[config.mk]
export PLATFORM = sky130hd
export DESIGN_NAME = circle_draw_ctrl
export DESIGN_NICKNAME = d
export VERILOG_FILES = /design/src/rtl/circle_draw_pkg.sv /design/src/rtl/circle_octant_lut.sv /design/src/rtl/circle_draw_ctrl.sv
export SDC_FILE = /design/constraint.sdc
export NUM_CORES = 1
export LEC_CHECK = 0
export CAP_MARGIN = 0
export CORE_ASPECT_RATIO = 2
export CORE_MARGIN = 10
export CORE_UTILIZATION = 25
export DETAILED_ROUTE_END_ITERATION = 12
export PLACE_DENSITY = 0.56
export SLEW_MARGIN = 20
export SYNTH_ARGS = -nofsm -noshare
export SYNTH_HDL_FRONTEND = slang
export SYNTH_SLANG_ARGS = --single-unit
[constraint.sdc]
create_clock -name clk -period 2.1 [get_ports clk]
set_clock_uncertainty 0.2 [all_clocks]
set_input_delay 0.21 -clock clk [delete_from_list [all_inputs] [get_ports clk]]
set_output_delay 0.21 -clock clk [all_outputs]
set_load 0.005 [all_outputs]
[src/rtl/circle_draw_pkg.sv]
// ============================================================================
// Module  : circle_draw_pkg
// Purpose : Shared types and constants for the circle-drawing controller:
//           controller state encoding, one-hot coordinate-mux select codes,
//           the octant select pair and the full registered output bundle,
//           plus the Moore output decode used by the controller.
// Ports   : none (package)
// Config  : CIRCLE_DRAW_CTRL_SKIP_CLEAR_EN - when defined, the screen-clear
//           states are not decoded (the controller goes straight to the
//           circle loop).
// Revision: 1.0 - initial release
// ============================================================================
`default_nettype none

package circle_draw_pkg;

  localparam int SEL_WIDTH = 5;

  // X mux: CNT = x counter, PA = cx+ox, MA = cx-ox, PB = cx+oy, MB = cx-oy
  // Y mux: CNT = y counter, PA = cy+oy, MA = cy-oy, PB = cy+ox, MB = cy-ox
  localparam logic [SEL_WIDTH-1:0] SEL_NONE = 5'b00000;
  localparam logic [SEL_WIDTH-1:0] SEL_CNT  = 5'b00001;
  localparam logic [SEL_WIDTH-1:0] SEL_PA   = 5'b00010;
  localparam logic [SEL_WIDTH-1:0] SEL_MA   = 5'b00100;
  localparam logic [SEL_WIDTH-1:0] SEL_PB   = 5'b01000;
  localparam logic [SEL_WIDTH-1:0] SEL_MB   = 5'b10000;

  localparam logic [2:0] OCT_LAST = 3'd7;

  typedef enum logic [3:0] {
    IDLE      = 4'd0,
    CLR_INIT  = 4'd1,
    CLR_COL   = 4'd2,
    CLR_NEXT  = 4'd3,
    CIRC_INIT = 4'd4,
    CHECK     = 4'd5,
    OCT       = 4'd6,
    STEP      = 4'd7,
    DONE      = 4'd8
  } ctrl_state_t;

  typedef struct packed {
    logic [SEL_WIDTH-1:0] selx;
    logic [SEL_WIDTH-1:0] sely;
  } oct_sel_t;

  typedef struct packed {
    logic     initx;
    logic     inity;
    logic     initc;
    logic     loadx;
    logic     loady;
    logic     loadc;
    logic     flagc;
    logic     plot;
    logic     done;
    oct_sel_t sel;
  } ctrl_out_t;

  // Moore output decode for a given state; oct_sel is only used in OCT.
  function automatic ctrl_out_t decode_outputs(input ctrl_state_t st,
                                               input oct_sel_t    oct_sel);
    ctrl_out_t o;
    o = '0;
    case (st)
`ifndef CIRCLE_DRAW_CTRL_SKIP_CLEAR_EN
      CLR_INIT: begin
        o.initx = 1'b1;
        o.inity = 1'b1;
        o.loadx = 1'b1;
        o.loady = 1'b1;
      end
      CLR_COL: begin
        o.plot     = 1'b1;
        o.loady    = 1'b1;
        o.sel.selx = SEL_CNT;
        o.sel.sely = SEL_CNT;
      end
      CLR_NEXT: begin
        // Advance to the next column and rewind the row counter.
        o.loadx    = 1'b1;
        o.inity    = 1'b1;
        o.loady    = 1'b1;
        o.sel.selx = SEL_CNT;
        o.sel.sely = SEL_CNT;
      end
`endif
      CIRC_INIT: begin
        o.initc = 1'b1;
        o.initx = 1'b1;
        o.inity = 1'b1;
        o.loadx = 1'b1;
        o.loady = 1'b1;
        o.flagc = 1'b1;
      end
      CHECK: o.flagc = 1'b1;
      OCT: begin
        o.plot  = 1'b1;
        o.flagc = 1'b1;
        o.sel   = oct_sel;
      end
      STEP: begin
        o.loadc = 1'b1;
        o.flagc = 1'b1;
      end
      DONE:    o.done = 1'b1;
      default: o = '0;
    endcase
    return o;
  endfunction

endpackage

`default_nettype wire

[src/rtl/circle_octant_lut.sv]
// ============================================================================
// Module  : circle_octant_lut
// Purpose : Combinational octant index -> {selx, sely} table. Maps each of
//           the eight symmetric circle points to its coordinate-mux selects.
// Ports   : oct_i [2:0]  octant index 0..7
//           sel_o        {selx, sely} one-hot select pair
// Revision: 1.0 - initial release
// ============================================================================
`default_nettype none

module circle_octant_lut
  import circle_draw_pkg::*;
(
  input  logic [2:0] oct_i,
  output oct_sel_t   sel_o
);

  always_comb begin
    sel_o = '0;
    case (oct_i)
      3'd0: sel_o = '{selx: SEL_PA, sely: SEL_PA};  // (cx+ox, cy+oy)
      3'd1: sel_o = '{selx: SEL_PB, sely: SEL_PB};  // (cx+oy, cy+ox)
      3'd2: sel_o = '{selx: SEL_MA, sely: SEL_PA};  // (cx-ox, cy+oy)
      3'd3: sel_o = '{selx: SEL_MB, sely: SEL_PB};  // (cx-oy, cy+ox)
      3'd4: sel_o = '{selx: SEL_MA, sely: SEL_MA};  // (cx-ox, cy-oy)
      3'd5: sel_o = '{selx: SEL_MB, sely: SEL_MB};  // (cx-oy, cy-ox)
      3'd6: sel_o = '{selx: SEL_PA, sely: SEL_MA};  // (cx+ox, cy-oy)
      3'd7: sel_o = '{selx: SEL_PB, sely: SEL_MB};  // (cx+oy, cy-ox)
      default: sel_o = '0;
    endcase
  end

endmodule

`default_nettype wire

[src/rtl/circle_draw_ctrl.sv]
// ============================================================================
// Module  : circle_draw_ctrl
// Purpose : Control FSM for the circle datapath. Clears the 160x120 screen
//           with a column-major sweep, then runs the Bresenham loop plotting
//           eight octant points per step.
// Ports   : clk, resetn (sync, active-low), start (level request)
//           xdone/ydone/cdone            datapath status flags
//           initx/inity/initc            datapath initialise strobes
//           loadx/loady/loadc            datapath load/step strobes
//           flagc                        1 = circle drawing, 0 = clear
//           selx/sely [SEL_W-1:0]        one-hot coordinate-mux selects
//           plot                         VGA write strobe
//           done                         drawing complete
// Config  : CIRCLE_DRAW_CTRL_SKIP_CLEAR_EN - when defined, start goes
//           straight to CIRC_INIT and the clear states are not built.
// Revision: 1.0 - initial release
// ============================================================================
`default_nettype none

module circle_draw_ctrl
  import circle_draw_pkg::*;
#(
  parameter int SEL_W = SEL_WIDTH
) (
  input  logic             clk,
  input  logic             resetn,
  input  logic             start,
  input  logic             xdone,
  input  logic             ydone,
  input  logic             cdone,
  output logic             initx,
  output logic             inity,
  output logic             initc,
  output logic             loadx,
  output logic             loady,
  output logic             loadc,
  output logic             flagc,
  output logic [SEL_W-1:0] selx,
  output logic [SEL_W-1:0] sely,
  output logic             plot,
  output logic             done
);

  ctrl_state_t state_q, state_d;
  logic [2:0]  oct_q, oct_d;
  ctrl_out_t   out_q, out_d;
  oct_sel_t    lut_sel;

`ifdef CIRCLE_DRAW_CTRL_SKIP_CLEAR_EN
  // Clear-phase flags have no consumer in this build.
  logic w_unused_flags;
  assign w_unused_flags = xdone ^ ydone;
`endif

  // The table is looked up on the next octant index so that the registered
  // selects line up with the state they belong to.
  circle_octant_lut u_octant_lut (
    .oct_i (oct_d),
    .sel_o (lut_sel)
  );

  always_comb begin
    state_d = state_q;
    oct_d   = oct_q;
    case (state_q)
      IDLE: begin
        oct_d = 3'd0;
`ifdef CIRCLE_DRAW_CTRL_SKIP_CLEAR_EN
        if (start) state_d = CIRC_INIT;
`else
        if (start) state_d = CLR_INIT;
`endif
      end
`ifndef CIRCLE_DRAW_CTRL_SKIP_CLEAR_EN
      CLR_INIT: state_d = CLR_COL;
      CLR_COL: begin
        if (ydone && xdone)  state_d = CIRC_INIT;
        else if (ydone)      state_d = CLR_NEXT;
      end
      CLR_NEXT: state_d = CLR_COL;
`endif
      CIRC_INIT: state_d = CHECK;
      CHECK: begin
        oct_d = 3'd0;
        if (cdone) state_d = DONE;
        else       state_d = OCT;
      end
      OCT: begin
        oct_d = oct_q + 3'd1;  // wraps to 0 after the last octant
        if (oct_q == OCT_LAST) state_d = STEP;
      end
      STEP: state_d = CHECK;
      DONE: begin
        // A held start must be released before another run can begin.
        if (!start) state_d = IDLE;
      end
      default: state_d = IDLE;
    endcase
    out_d = decode_outputs(state_d, lut_sel);
  end

  // Outputs are registered from the next-state decode, so they always
  // reflect the current registered state without a combinational path.
  always_ff @(posedge clk) begin
    if (!resetn) begin
      state_q <= IDLE;
      oct_q   <= 3'd0;
      out_q   <= '0;
    end else begin
      state_q <= state_d;
      oct_q   <= oct_d;
      out_q   <= out_d;
    end
  end

  assign initx = out_q.initx;
  assign inity = out_q.inity;
  assign initc = out_q.initc;
  assign loadx = out_q.loadx;
  assign loady = out_q.loady;
  assign loadc = out_q.loadc;
  assign flagc = out_q.flagc;
  assign plot  = out_q.plot;
  assign done  = out_q.done;
  assign selx  = SEL_W'(out_q.sel.selx);
  assign sely  = SEL_W'(out_q.sel.sely);

endmodule

`default_nettype wire
# Word level (Yosys, flattened, before mapping)
# Memories as Yosys holds them, arrays and structs flattened.
# Index checks and enable logic that the tools add are counted.
# classes
addsub	1
eq_ne	17
mux	17
reduce_logical	11
# op_table
cell	count
$eq 4x3->1 const B	8
$pmux 4 s7	1
$mux 4	6
$pmux 10 s2	1
$eq 4x2->1 const B	4
$reduce_or 2->1	6
$eq 4x1->1 const B	2
$eq 4x4->1 const B	2
$mux 1	8
$reduce_or 4->1	2
$pmux 3 s2	1
$logic_not 4->1	1
$add 3x1->3 const B	1
$eq 3x3->1 const B	1
$reduce_or 3->1	1
$logic_and 1x1->1	1
# word_totals
register_bits	25
mem_bits_ro	64
in_bits	6
out_inout_bits	19
wordCells	59
n_memories	1
# mem_list
name	words	word_bits	read_ports	rd_clocked_by_memory_dff	write_ports	line	text
(no name shown)	8	8	1	0	0	circle_octant_lut.sv:20	case (oct_i)

# Depth between registers and ports, before layout
# depth
ltp_word	6
depth_mapped	6
mapped_depth_nobuf	6

# Cells and area by module
# Synthesis repeated with hierarchy kept, for this count alone.
# hier_totals
cells_unflattened	113
hier_area_um2	1098.6
# modules_own_cells
mod	instances	cells_each	area_per_inst_um2	seq_area_each_um2
circle_draw_ctrl	1	100	1018.5	500.5
circle_octant_lut	1	13	80.1	0.0

# Least setup slack after synthesis
# Ideal clock, no wire load.
# synth_path
path_type	reg-to-reg
startpoint	register oct_q[0]
endpoint	register out_q (netlist bit selx[1])
setup_time_ns	0.092
t_arrival_ns	1.541
required_ns	1.808
setup_slack_ns	0.267
path_stages_with_launch	7
n_path_buf	0
synth_period_minus_slack_ns	1.833
cell_sequence	dfxtp_1 -> ha_1 -> ha_1 -> and3b_1 -> o21ai_0 -> a211oi_1 -> nor4_1
# synth_between
elab_chain_cells	6
elab_cells_between_ends	11
classes_between	1 x add/sub; 4 x eq/ne; 4 x mux; 1 x reduce/logical; 1 x memory
# synth_lines
item	line	text
start: declaration	circle_draw_ctrl.sv:45	logic [2:0] oct_q, oct_d;
start signal: assignment	circle_draw_ctrl.sv:111	oct_q <= oct_d;
branches (longest 5 deep; another with $mem_v2 8x8)	-	
$pmux 10 s2 *	circle_draw_pkg.sv:65	case (st)
end signal: assignment	circle_draw_ctrl.sv:112	out_q <= out_d;
end: declaration	circle_draw_ctrl.sv:46	ctrl_out_t out_q, out_d;
# Mark *: on every way between the ends.
# A chain may end at the register's enable or synchronous reset.

# Worst setup path in the final report
# layout_path
startpoint	register state_q[1]
endpoint	register out_q (netlist bit initx)
# layout_between
elab_chain_cells	6
elab_cells_between_ends	21
classes_between	10 x eq/ne; 7 x mux; 4 x reduce/logical
# layout_lines
item	line	text
start: declaration	circle_draw_ctrl.sv:44	ctrl_state_t state_q, state_d;
start signal: assignment	circle_draw_ctrl.sv:110	state_q <= state_d;
$eq 4x3->1 (tied with other cells)	circle_draw_ctrl.sv:65	case (state_q)
$reduce_or 2->1 (no line) or $mux 4 (tied branches)	-	
$pmux 4 s7 *	circle_draw_ctrl.sv:65	
$eq 4x3->1 or $eq 4x1->1 (tied branches)	circle_draw_pkg.sv:65	
$reduce_or 2->1 (no line) *	-	
$mux 1 *	circle_draw_pkg.sv:65	
# Every way passes the cells marked *; elsewhere a longest branch is shown, timed or not.

==> summary.md <==
| Metric | Value |
|---|---|
| Outcome | `finished clean` |
| Rel. slew slack | `64.1%` |
| GRT Total Usage | `7.67%` |
| Crit-path max FO | `8` |
| CTS tree | `done` |
| GPL Wtd Cong | `0.777` |
| Number of CTS-inserted buffers | `3` |
| Max rail drop VDD | `0.000297 V` |
| Port bufs | `24` |
| Synth Area in Adders | `about 2.2%` |
| R2R Setup Slk | `130 ps` |
| Initial antenna violation count | `0` |
| Hold Path Cell Cnt | `2` |
| Finish-stage setup viols | `0` |
| Cell Chain, Critical Path | `buf_4 > or4b_1 > o41a_1 > a211oi_2 > o2111a_1` |
| CTS max path bufs | `2` |
| CP Launch Point | `state_q[1]$_SDFF_PN0_` |
| Clock slew at reported path FFs | `80 ps` |
| CP Class | `reg2reg` |
| Asr flop ratio synth | `0%` |
| Die W | `68.1 um` |
| Vias in the first global route | `1032` |
| Final Routed Wirelength | `3090 um` |
| Wire length per cell | `~15 um` |
| H-Tree Level Count | `1` |
| Post-DP HPWL | `around 2500 um` |
| Crit path DAT | `1980 ps` |
| Slowest cell delay on critical path | `between 400 and 500 ps` |
| Drt via density | `4.88` |
| Fin Hold WS | `419 ps` |
| Pwr Density | `644 mW/mm2` |
| Pre-CTS setup slack | `-36.8 ps` |
| Max_cap viols | `0` |
| Remaining DRCs | `0` |
| Area Growth Syn to Fin | `34.2%` |
| Drt pass-1 iters | `4` |
| Mapped Cells | `122` |
| Worst Setup EP | `initx$_SDFF_PN0_` |
| Final hold violations | `0` |
| #FFs+latches synth | `24` |
| Synth Flop Type | `dfxtp_1` |
| Worst skew pair latency | `~260 ps` |
| Hold-fix buffers, CTS | `0` |
| Setup crit end kind | `register` |
| Tightest Hold Check Type | `reg2reg` |
| CP max stage cell | `or4b_1` |
| RR Startpoint | `state_q[1]$_SDFF_PN0_` |
| Largest net degree at the start of global routing | `14` |
| Cell row count | `35` |
| Syn Nets | `between 100 and 150` |
| Pwr Total | `0.998 mW` |
| RSZ-0062 raised after global routing | `false` |
| Ports | `25` |
| Worst setup SP type | `register` |
| Final WS setup | `134 ps` |
| Final Cycle Share | `a little over nine tenths` |
| Clock sink total | `24` |
| Tightest Pin Transition | `about 530 ps` |
| Final Util | `34.0%` |
| YS warnings | `0` |
| Die Ht | `116 um` |
| Distinct cell type count after synthesis | `44` |
| CP required | `~2100 ps` |
| Overflow after GRT | `0` |
| Fin nets | `162` |
| Most frequent cells in the layout | `clkdlybuf4s50_1, dfxtp_1, buf_4` |
| Final Critical Period | `just under 2000 ps` |
| Worst R2R End | `initx$_SDFF_PN0_` |
| Core Box Area | `0.00455 mm2` |
| Most common cell after layout, fill and taps aside | `clkdlybuf4s50_1` |
| N_diodes | `0` |
| Clk root buf | `clkbuf_8` |
| Share of post-route cells with drive strength above 1 | `around 17%` |
| Avg Cell Area, Syn | `9.47 um2` |
| Vias | `1015` |
| First-iteration detailed-routing DRC count | `14` |
| EDFF count, synth | `0` |
| Mux share of post-synthesis cell area | `0%` |
| DP Area | `0.00149 mm2` |
| Final Instance Area | `roughly 0.0016 mm2` |
| Worst r2r path cells | `5` |
| XOR/XNOR share of the synthesized area | `0%` |
| Complex-gate fraction of the synthesized area | `around a quarter` |
| Largest family of logic cells by synthesized area | `compound AO/OA/AOI/OAI gates` |
| Post-synthesis cell area | `0.00115 mm2` |
| Maximum operating frequency | `between 0.5 and 0.6 GHz` |
| Synth Area in Simple Gates | `23.5%` |
| Post-route ant nets | `0` |
| Final Max Slew Viols | `0` |
| Register area share after synthesis | `41.6%` |
| First-pass GRT wire length | `4710 um` |
| P_leak | `between 0.6 and 0.7 nW` |
| Initial Util | `25.4%` |
| Die Area | `0.00790 mm2` |
metrics by stage:
step / setup TNS (ps) / std cells
final: 0 / 208
after global routing: 0 / 208
after CTS: 0 / 208
after detailed placement: -43.3 / 204
after global placement: -21.1 / 204
after floorplan: 0 / 122
cells by family after synthesis:
family / after synthesis
buffers and inverters: 12
adder cells (fa/ha/maj): 2
AO/OA/AOI/OAI: 40
flip-flops: 24
AND/OR/NAND/NOR: 44
final cells by class:
type | instances | area (um2)
inverters | 4 | 15.0
multi-input cells | 86 | 607
well taps | 55 | 68.8
fillers | 495 | 3000
flip-flops and latches | 24 | 482
clock buffers | 4 | 55.1
repair buffers | 35 | 323
Yosys cell counts, types with 3 or more instances:
cell,instances,area share [%]
dfxtp_1,24,42
nor2_1,7,2.3
nor2b_1,7,3.8
nor3_1,6,2.6
o21ai_0,6,2.6
a21oi_1,5,2.2
a211oi_1,4,2.6
a21boi_0,4,2.6
inv_1,4,1.3
and2_1,3,1.6
buf_4,3,2.0
nand2_1,3,0.98
nor4_1,3,1.6
o21a_1,3,2.0
or3b_1,3,2.3
report_power, final:
group,internal [mW],total (mW),leakage [nW],switching (mW)
clock,0.167,0.310,0.0288,0.143
sequential,0.476,0.497,0.195,0.0208
combinational,0.108,0.191,0.389,0.0834
total,0.751,0.998,0.612,0.247
how the worst min path moves through the flow:
| stage | from | endpoint |
|---|---|---|
| detailed placement | oct_q[1]$_SDFF_PN0_ | oct_q[1]$_SDFF_PN0_ |
| global route | resetn | selx[0]$_SDFF_PN0_ |
| finish | oct_q[1]$_SDFF_PN0_ | oct_q[1]$_SDFF_PN0_ |
| CTS | oct_q[1]$_SDFF_PN0_ | oct_q[1]$_SDFF_PN0_ |
| floorplan | cdone | done$_SDFF_PN0_ |
| global placement | oct_q[1]$_SDFF_PN0_ | oct_q[1]$_SDFF_PN0_ |
per-layer routing:
| layer | global-route usage, % | up-vias | wire length, um |
|---|---|---|---|
| met5 | 0 | - | 0 |
| met4 | 3.64 | 0 | 80 |
| met3 | 1.83 | 6 | 197 |
| met2 | 15.2 | 24 | 1780 |
| met1 | 6.61 | 478 | 1020 |
| li1 | - | 507 | - |
critical path, delay by kind of cell (launching register included):
family | cells | cell delay, ps
buf+inv | 1 | 160
compound gates | 3 | 710
flops | 1 | 380
simple gates | 1 | 460
sequential cells by signal (all words and copies together) (netlist names):
| register | flops |
|---|---|
| selx | 5 |
| sely | 4 |
| state_q | 4 |
| oct_q | 3 |
| done | 1 |
| flagc | 1 |
| initc | 1 |
| initx | 1 |
| loadc | 1 |
| loadx | 1 |
| loady | 1 |
| plot | 1 |
repair_timing:
item                       4_1_cts  5_1_grt
pin swaps                        0        0
resized for setup                2        3
gates cloned                     0        0
setup buffers                    0        0
setup endpoints to repair        1        5
Note: power is estimated with default switching activity, not from simulation.
